[config.mk]
export PLATFORM = sky130hd
export DESIGN_NAME = sreg_seq_flat
export DESIGN_NICKNAME = d
export VERILOG_FILES = /design/src/rtl/sreg_seq_if.sv /design/src/rtl/sreg_seq.sv /design/src/flat_wrapper.sv
export SDC_FILE = /design/constraint.sdc
export NUM_CORES = 1
export LEC_CHECK = 0
export CAP_MARGIN = 30
export CELL_PAD_IN_SITES_DETAIL_PLACEMENT = 1
export CELL_PAD_IN_SITES_GLOBAL_PLACEMENT = 1
export CORE_MARGIN = 2
export CORE_UTILIZATION = 33
export CTS_BUF_LIST = sky130_fd_sc_hd__clkbuf_4 sky130_fd_sc_hd__clkbuf_8 sky130_fd_sc_hd__clkbuf_16
export DETAILED_ROUTE_END_ITERATION = 12
export DONT_BUFFER_PORTS = 1
export PLACE_DENSITY_LB_ADDON = 0.1
export SYNTH_ARGS = -nofsm -noshare
export SYNTH_HDL_FRONTEND = slang
export SYNTH_SLANG_ARGS = --single-unit
[constraint.sdc]
create_clock -name clk -period 2.9 [get_ports clk]
set_input_delay 0.29 -clock clk [delete_from_list [all_inputs] [get_ports clk]]
set_output_delay 0.29 -clock clk [all_outputs]
set_load 0.02 [all_outputs]
[src/rtl/sreg_seq_if.sv]
// Job, row-stream and command-port bundle between a job source/controller (master) and sreg_seq (slave).
// Flow control: row_valid/row_ready for row words, cmd_valid/cmd_ready for commands.
interface sreg_seq_if;
  logic        start;
  logic        mode;
  logic [5:0]  row_cnt;
  logic [41:0] cfg_word;

  logic        row_valid;
  logic        row_ready;
  logic [41:0] row_data;

  logic        cmd_valid;
  logic [2:0]  cmd;
  logic [41:0] cmd_data;
  logic        cmd_ready;

  logic        busy;
  logic        done;
  logic        err;
  logic [5:0]  rows_done;

  modport master (
    output start, mode, row_cnt, cfg_word, row_valid, row_data, cmd_ready,
    input  row_ready, cmd_valid, cmd, cmd_data, busy, done, err, rows_done
  );

  modport slave (
    input  start, mode, row_cnt, cfg_word, row_valid, row_data, cmd_ready,
    output row_ready, cmd_valid, cmd, cmd_data, busy, done, err, rows_done
  );
endinterface

[src/rtl/sreg_seq.sv]
// Row/command sequencer for a pixel shift-register controller: one command in flight, all outputs registered.
// Stalls in FETCH while row_valid is low and in ISSUE/FINAL/WAIT_DONE while cmd_ready is low.
module sreg_seq (
  input  logic      clk,
  input  logic      rst_n,
  sreg_seq_if.slave bus
);

  typedef enum logic [2:0] {
    IDLE,
    FETCH,
    ISSUE,
    ACKED,
    WAIT_DONE,
    FINAL,
    DONE
  } state_t;

  localparam logic [2:0] OP_PIX_WRITE    = 3'b000;
  localparam logic [2:0] OP_PIX_READ     = 3'b001;
  localparam logic [2:0] OP_PIX_READ_END = 3'b010;
  localparam logic [2:0] OP_WRITE_FULL   = 3'b110;

  state_t      state_q;
  logic        mode_q;
  logic        final_q;
  logic [5:0]  row_cnt_q;
  logic [41:0] cfg_q;
  logic [5:0]  rows_done_q;
  logic [5:0]  rows_done_d;
  logic        cmd_valid_q;
  logic [2:0]  cmd_q;
  logic [41:0] cmd_data_q;
  logic        row_ready_q;
  logic        busy_q;
  logic        done_q;
  logic        err_q;

  // row_cnt is at most 63 and rows_done stays below it, so this never wraps
  assign rows_done_d = rows_done_q + 6'd1;

  always_ff @(posedge clk) begin
    if (!rst_n) begin
      state_q     <= IDLE;
      mode_q      <= 1'b0;
      final_q     <= 1'b0;
      row_cnt_q   <= '0;
      cfg_q       <= '0;
      rows_done_q <= '0;
      cmd_valid_q <= 1'b0;
      cmd_q       <= OP_PIX_WRITE;
      cmd_data_q  <= '0;
      row_ready_q <= 1'b0;
      busy_q      <= 1'b0;
      done_q      <= 1'b0;
      err_q       <= 1'b0;
    end else begin
      done_q <= 1'b0;
      err_q  <= 1'b0;
      case (state_q)
        IDLE: begin
          if (bus.start) begin
            if (bus.row_cnt == 6'd0) begin
              err_q <= 1'b1;
            end else begin
              mode_q      <= bus.mode;
              row_cnt_q   <= bus.row_cnt;
              cfg_q       <= bus.cfg_word;
              rows_done_q <= '0;
              final_q     <= 1'b0;
              busy_q      <= 1'b1;
              if (bus.mode) begin
                state_q     <= ISSUE;
                cmd_valid_q <= 1'b1;
                cmd_q       <= OP_PIX_READ;
                cmd_data_q  <= '0;
              end else begin
                state_q     <= FETCH;
                row_ready_q <= 1'b1;
              end
            end
          end
        end

        FETCH: begin
          // the fetched row word goes straight into the command buffer
          if (bus.row_valid) begin
            row_ready_q <= 1'b0;
            cmd_valid_q <= 1'b1;
            cmd_q       <= OP_PIX_WRITE;
            cmd_data_q  <= bus.row_data;
            state_q     <= ISSUE;
          end
        end

        ISSUE, FINAL: begin
          if (bus.cmd_ready) begin
            cmd_valid_q <= 1'b0;
            state_q     <= ACKED;
          end
        end

        ACKED: begin
          state_q <= WAIT_DONE;
        end

        WAIT_DONE: begin
          if (bus.cmd_ready) begin
            if (final_q) begin
              state_q <= DONE;
              done_q  <= 1'b1;
            end else begin
              rows_done_q <= rows_done_d;
              if (rows_done_d < row_cnt_q) begin
                if (mode_q) begin
                  state_q     <= ISSUE;
                  cmd_valid_q <= 1'b1;
                  cmd_q       <= OP_PIX_READ;
                  cmd_data_q  <= '0;
                end else begin
                  state_q     <= FETCH;
                  row_ready_q <= 1'b1;
                end
              end else begin
                state_q     <= FINAL;
                final_q     <= 1'b1;
                cmd_valid_q <= 1'b1;
                cmd_q       <= mode_q ? OP_PIX_READ_END : OP_WRITE_FULL;
                cmd_data_q  <= mode_q ? 42'd0 : cfg_q;
              end
            end
          end
        end

        DONE: begin
          busy_q  <= 1'b0;
          state_q <= IDLE;
        end

        default: begin
          state_q <= IDLE;
        end
      endcase
    end
  end

  assign bus.row_ready = row_ready_q;
  assign bus.cmd_valid = cmd_valid_q;
  assign bus.cmd       = cmd_q;
  assign bus.cmd_data  = cmd_data_q;
  assign bus.busy      = busy_q;
  assign bus.done      = done_q;
  assign bus.err       = err_q;
  assign bus.rows_done = rows_done_q;

endmodule
[src/flat_wrapper.sv]
// flat-port wrapper written by rule: the top's interface ports become plain ports
module sreg_seq_flat 
  (clk, rst_n, bus_start, bus_mode, bus_row_cnt, bus_cfg_word, bus_row_valid, bus_row_data, bus_cmd_ready, bus_row_ready, bus_cmd_valid, bus_cmd, bus_cmd_data, bus_busy, bus_done, bus_err, bus_rows_done);
  sreg_seq_if bus_i ();
  input  logic clk;
  input  logic rst_n;
  input wire logic [$bits(bus_i.start)-1:0] bus_start;
  input wire logic [$bits(bus_i.mode)-1:0] bus_mode;
  input wire logic [$bits(bus_i.row_cnt)-1:0] bus_row_cnt;
  input wire logic [$bits(bus_i.cfg_word)-1:0] bus_cfg_word;
  input wire logic [$bits(bus_i.row_valid)-1:0] bus_row_valid;
  input wire logic [$bits(bus_i.row_data)-1:0] bus_row_data;
  input wire logic [$bits(bus_i.cmd_ready)-1:0] bus_cmd_ready;
  output wire logic [$bits(bus_i.row_ready)-1:0] bus_row_ready;
  output wire logic [$bits(bus_i.cmd_valid)-1:0] bus_cmd_valid;
  output wire logic [$bits(bus_i.cmd)-1:0] bus_cmd;
  output wire logic [$bits(bus_i.cmd_data)-1:0] bus_cmd_data;
  output wire logic [$bits(bus_i.busy)-1:0] bus_busy;
  output wire logic [$bits(bus_i.done)-1:0] bus_done;
  output wire logic [$bits(bus_i.err)-1:0] bus_err;
  output wire logic [$bits(bus_i.rows_done)-1:0] bus_rows_done;
  assign bus_i.start = bus_start;
  assign bus_i.mode = bus_mode;
  assign bus_i.row_cnt = bus_row_cnt;
  assign bus_i.cfg_word = bus_cfg_word;
  assign bus_i.row_valid = bus_row_valid;
  assign bus_i.row_data = bus_row_data;
  assign bus_i.cmd_ready = bus_cmd_ready;
  assign bus_row_ready = bus_i.row_ready;
  assign bus_cmd_valid = bus_i.cmd_valid;
  assign bus_cmd = bus_i.cmd;
  assign bus_cmd_data = bus_i.cmd_data;
  assign bus_busy = bus_i.busy;
  assign bus_done = bus_i.done;
  assign bus_err = bus_i.err;
  assign bus_rows_done = bus_i.rows_done;
  sreg_seq u_core (.clk(clk), .rst_n(rst_n), .bus(bus_i));
endmodule
## Word-level counts from Yosys, hierarchy flattened

Cells that the tools add are included.

- RAM bits: 0
- Memories: 0
- Output and inout port bits: 56
- Memory bits (read-only): 0
- Input bits: 96
- Latch bits: 0
- Register bits after elaboration: 109

- Divide/modulo/power cells: 0
- Add/sub/neg operators: 1
- Equal/unequal tests: 17
- $lt $le $gt $ge: 1
- Shifts and indexed selects: 0
- Bitwise gates (word level): 1
- Mux-type cells: 65
- Reduce and logical (&&, ||, !) cells: 17
- $mul: 0

Operator list:

| cell | count |
|---|---|
| 42-bit 2-to-1 mux | 9 |
| 42-bit case mux with 3 select lines | 1 |
| 3-bit 2-to-1 mux | 16 |
| 1-bit 2-to-1 mux | 26 |
| 6-bit 2-to-1 mux | 4 |
| 2-bit inequality test, second input constant | 9 |
| 9-bit AND reduction | 2 |
| 3-bit case mux with 5 select lines | 1 |
| 6-bit case mux with 2 select lines | 1 |
| 3-bit AND reduction | 4 |
| 5-bit AND reduction | 2 |
| 3-bit == test, second input constant | 3 |
| 3-bit case mux with 3 select lines | 1 |
| 8-bit AND reduction | 1 |
| 6-bit by 1-bit adder with 6-bit output, second input constant | 1 |
| 3-bit by 2-bit == test with 1-bit output, second input constant | 2 |
| 6-bit logical NOT | 1 |
| 6-bit less-than comparator | 1 |
| 2-bit 2-to-1 mux | 2 |
| 1-bit case mux with 2 select lines | 2 |
| 1-bit case mux with 4 select lines | 1 |
| 4-bit AND reduction | 1 |
| 2-bit nonzero test | 2 |
| 4-bit nonzero test | 1 |
| other kinds (8) | 8 |

## Longest topological paths before layout

- Depth after elaboration: 6
- Gate-level depth with buffers: 11
- Gate-level depth less buffers: 9

## Least setup slack after synthesis

No wires, ideal clock.

- Path type: reg2reg
- Start: register u_core.rows_done_q[0] (netlist: u_core.bus.rows_done[0])
- End: register u_core.cmd_data_q[0] (netlist: u_core.bus.cmd_data[0])
- Stages on the path, launching flop included: 12
- Arrival: 2.495 ns
- Data required time: 2.783 ns
- Path slack: 0.288 ns
- Path through: dfxtp_1 > nand3_1 > nor2_1 > xor2_1 > ha_1 > a21oi_1 > o21a_1 > nand3b_1 > o211a_1 > clkbuf_1 > clkbuf_1 > a22o_1

- Longest elaborated chain between the ends: 6

Ends and longest elaborated chain:

| what | line | text |
|---|---|---|
| from (decl) | sreg_seq.sv:29 | `logic [5:0] rows_done_q;` |
| from (signal assigned) | sreg_seq.sv:113 | `rows_done_q <= rows_done_d;` |
| 6-bit by 1-bit adder with 6-bit output * | sreg_seq.sv:40 | `assign rows_done_d = rows_done_q + 6'd1;` |
| 6-bit less-than comparator * | sreg_seq.sv:114 | `if (rows_done_d < row_cnt_q) begin` |
| 42-bit 2-to-1 mux | sreg_seq.sv:114 |  |
| 42-bit 2-to-1 mux | sreg_seq.sv:109 | `if (final_q) begin` |
| 42-bit 2-to-1 mux | sreg_seq.sv:108 | `if (bus.cmd_ready) begin` |
| 42-bit case mux with 3 select lines | sreg_seq.sv:60 | `case (state_q)` |
| to (signal assigned) | sreg_seq.sv:91 | `cmd_data_q <= bus.row_data;` |
| to (signal assigned) | sreg_seq.sv:129 | `cmd_data_q <= mode_q ? 42'd0 : cfg_q;` |
| to (decl) | sreg_seq.sv:33 | `logic [41:0] cmd_data_q;` |

Every way passes the cells marked *; elsewhere a longest branch is shown, timed or not. The select of a mux whose other input is x is not followed.
A chain may end at the register's enable or synchronous reset.

## Worst setup path in the final report

- Start: register u_core.rows_done_q[0] (netlist: u_core.bus.rows_done[0])
- End: register u_core.cmd_data_q[10] (netlist: u_core.bus.cmd_data[10])

The elaborated chain is that of the path after synthesis.

==> results.cfg <==
[outcome]
status = complete, no violations

[critical_path]
arrival_ns = 2.97
start_kind = register
worstSetupPathType = reg -> reg
crit_required_ns = 3.14
worstPathMaxFanout = 25
endpoint_kind = register

[clock_network]
cts-root-buf = clkbuf_16
h-tree-depth = 3
numCtsBuffers = 9
worstSkewPairLatency_ns = 0.35
cts_tree = built
clk_pin_slew_worst_paths_ns = 0.08
clk_path_buf_depth = 2
cts_setup_buffers = 0
clock_sinks = 109
cts_resized = 0
ctsHoldBuffers = 0

[drt]
drc = 0
routed_wirelength_um = 13600
vias = 3776
drt-initial-drc-count = 157
viasPerCell = 5.49
firstDrtPassIters = 4
wl_per_cell_um = 19.8
drtAntennaViolNets = 0

[layout]
antenna_cells = 0
fin_util_pct = 37.3
syn2layout_area_growth_pct = 11.3
drive_gt1_share_pct = 9.25
nets = 605

[synth]
synth_area_per_cell_sq_um = 8.94
synth_seq_cells = 109
syn_inst = 516
yosys_warnings = 0
syn_area_sq_um = 4610
synth_edf_count = 0
seq_area_frac_synth_pct = 47.3
syn-num-nets = 618
yosysUniqueCellTypes = 52
synthFlopType = dfxtp_1
async_flop_share_pct = 0

[global_route]
grt_max_degree = 41
grt_pass1_wl_um = 21100
grt_use_total_pct = 18.2
grt_pass1_vias = 3994
gr-total-overflow = 0
antenna_found_initial = 0

[die]
dieHeight_um = 122
ioPinCount = 152
dieArea_sq_um = 14900
initial_utilization_pct = 33.5
coreArea_sq_um = 13800
die_w_um = 122
rows = 43

[timing]
setup_tns_ns = 0
period_minus_slack_ns = 2.72
hold_viol = 0
min_period_over_period_pct = 93.8
slew_viol_final = 0
slew_headroom_pct = 53.1
fmax_ghz = 0.368
worst_pin_slew_ns = 0.701
fin_worst_skew_ns = 0.00935
setup_viol = 0
rsz0062_at_grt = no

[power]
p_per_area_nw_per_um2 = 879
peakVddDrop_mv = 0.295
p_leak_nw = 1.92
power_w = 0.00451

[worst_hold_path]
hold_path_class = in -> reg

[placed_design]
globalplace.congestion = 0.808
port_buffers = 0
post-dp-hpwl_um = 9710

[run]
drv_cap = 0
[power by group]
part / internal (W) / switching (W)
clock network: 0.000772 / 0.000602
logic: 0.000464 / 0.000784
registers: 0.00169 / 0.000205
[per-stage QoR]
stage | hold WS [ns] | instance area [sq um] | setup slack [ns] | instances
2_1_floorplan | 0.426 | 4610 | 0.288 | 516
3_3_place_gp | 0.417 | 4800 | 0.239 | 672
3_5_place_dp | 0.417 | 4800 | 0.117 | 672
4_1_cts | 0.0450 | 5130 | 0.107 | 688
5_1_grt | 0.0541 | 5130 | 0.00419 | 688
6_report | 0.0597 | 5130 | 0.180 | 688
[cell families (layout without fill, tap and decap cells)]
family	Yosys count	after routing	share of synthesized area [%]
flip-flops	109	109	47.3
XOR/XNOR	4	4	0.760
multiplexers	3	3	0.651
AO/OA/AOI/OAI	178	178	28.5
AND/OR/NAND/NOR	168	168	15.9
adder cells (fa/ha/maj)	6	6	1.63
buffers and inverters	48	40	5.26
[cells in the mapped netlist (all sizes together), types with 3 or more instances]
cell type | count | area, sq um
a22o | 84 | 736
a21oi | 63 | 327
nand3 | 9 | 45.0
dfxtp | 109 | 2180
mux2i | 3 | 30.0
clkbuf | 20 | 75.1
and3 | 4 | 25.0
nor3 | 3 | 20.0
nand4 | 4 | 25.0
a21boi | 3 | 22.5
nor2b | 4 | 27.5
o21ai | 12 | 67.6
inv | 8 | 30.0
nor2 | 11 | 41.3
nand2 | 118 | 443
ha | 6 | 75.1
buf | 20 | 138
[layout make-up]
cell class                      instances  area, sq um
Clock inverter                          7          106
Timing Repair Buffer                   16          158
Inverter                                8         30.0
Tap cell                              180          225
Sequential cell                       109         2180
Multi-Input combinational cell        359         2210
Fill cell                            1635         8640
Clock buffer                            9          225
[placed cells by master (no fill, tap or decap), types with 3 or more instances in the layout]
master and count:
mux2i_1 3, o21ai_0 8, nand3_1 9, dfxtp_1 109, nor2b_1 3, a22o_1 84
clkbuf_16 9, and3_1 4, nand2_1 118, nor2_1 10, buf_4 13, ha_1 6
a21oi_1 62, inv_1 7, clkinv_4 3, nand4_1 4, buf_12 3
[path summary, 6_finish.rpt]
path / start / endpoint / slack (ns) / depth (start not counted)
worst min-delay path: rst_n / u_core.bus.cmd_valid / 0.06 / 1
worst max register to register: u_core.bus.rows_done[0] / u_core.bus.cmd_data[10] / 0.18 / 10
worst min register to register: u_core.cfg_q[28] / u_core.cfg_q[28] / 0.46 / 2
worst max-delay path: u_core.bus.rows_done[0] / u_core.bus.cmd_data[10] / 0.18 / 10
[metal layers]
metal	GRT usage, %	vias to the layer above	routed length [um]
met5	0	-	0
met4	6.18	0	136
met3	5.02	9	887
met2	31.0	91	6700
met1	22.0	1858	5890
li1	-	1818	-
[state kept, by name, summed over array words and instances, names as in the netlist]
register,flops
u_core.bus.busy,1
u_core.bus.cmd,3
u_core.bus.cmd_data,42
u_core.bus.cmd_valid,1
u_core.bus.done,1
u_core.bus.err,1
u_core.bus.row_ready,1
u_core.bus.rows_done,6
u_core.cfg_q,42
u_core.final_q,1
u_core.mode_q,1
u_core.row_cnt_q,6
u_core.state_q,3
[critical path, cell delays in order, from the launching register on]
cell      delay (ns)
dfxtp_1         0.43
nand3_1         0.20
nor2_1          0.19
xor2_1          0.23
ha_1            0.29
and4_1          0.21
o21ai_2         0.18
nand3b_1        0.16
o211a_1         0.25
buf_4           0.23
a22o_1          0.23
Note: power is estimated with default switching activity, not from simulation.
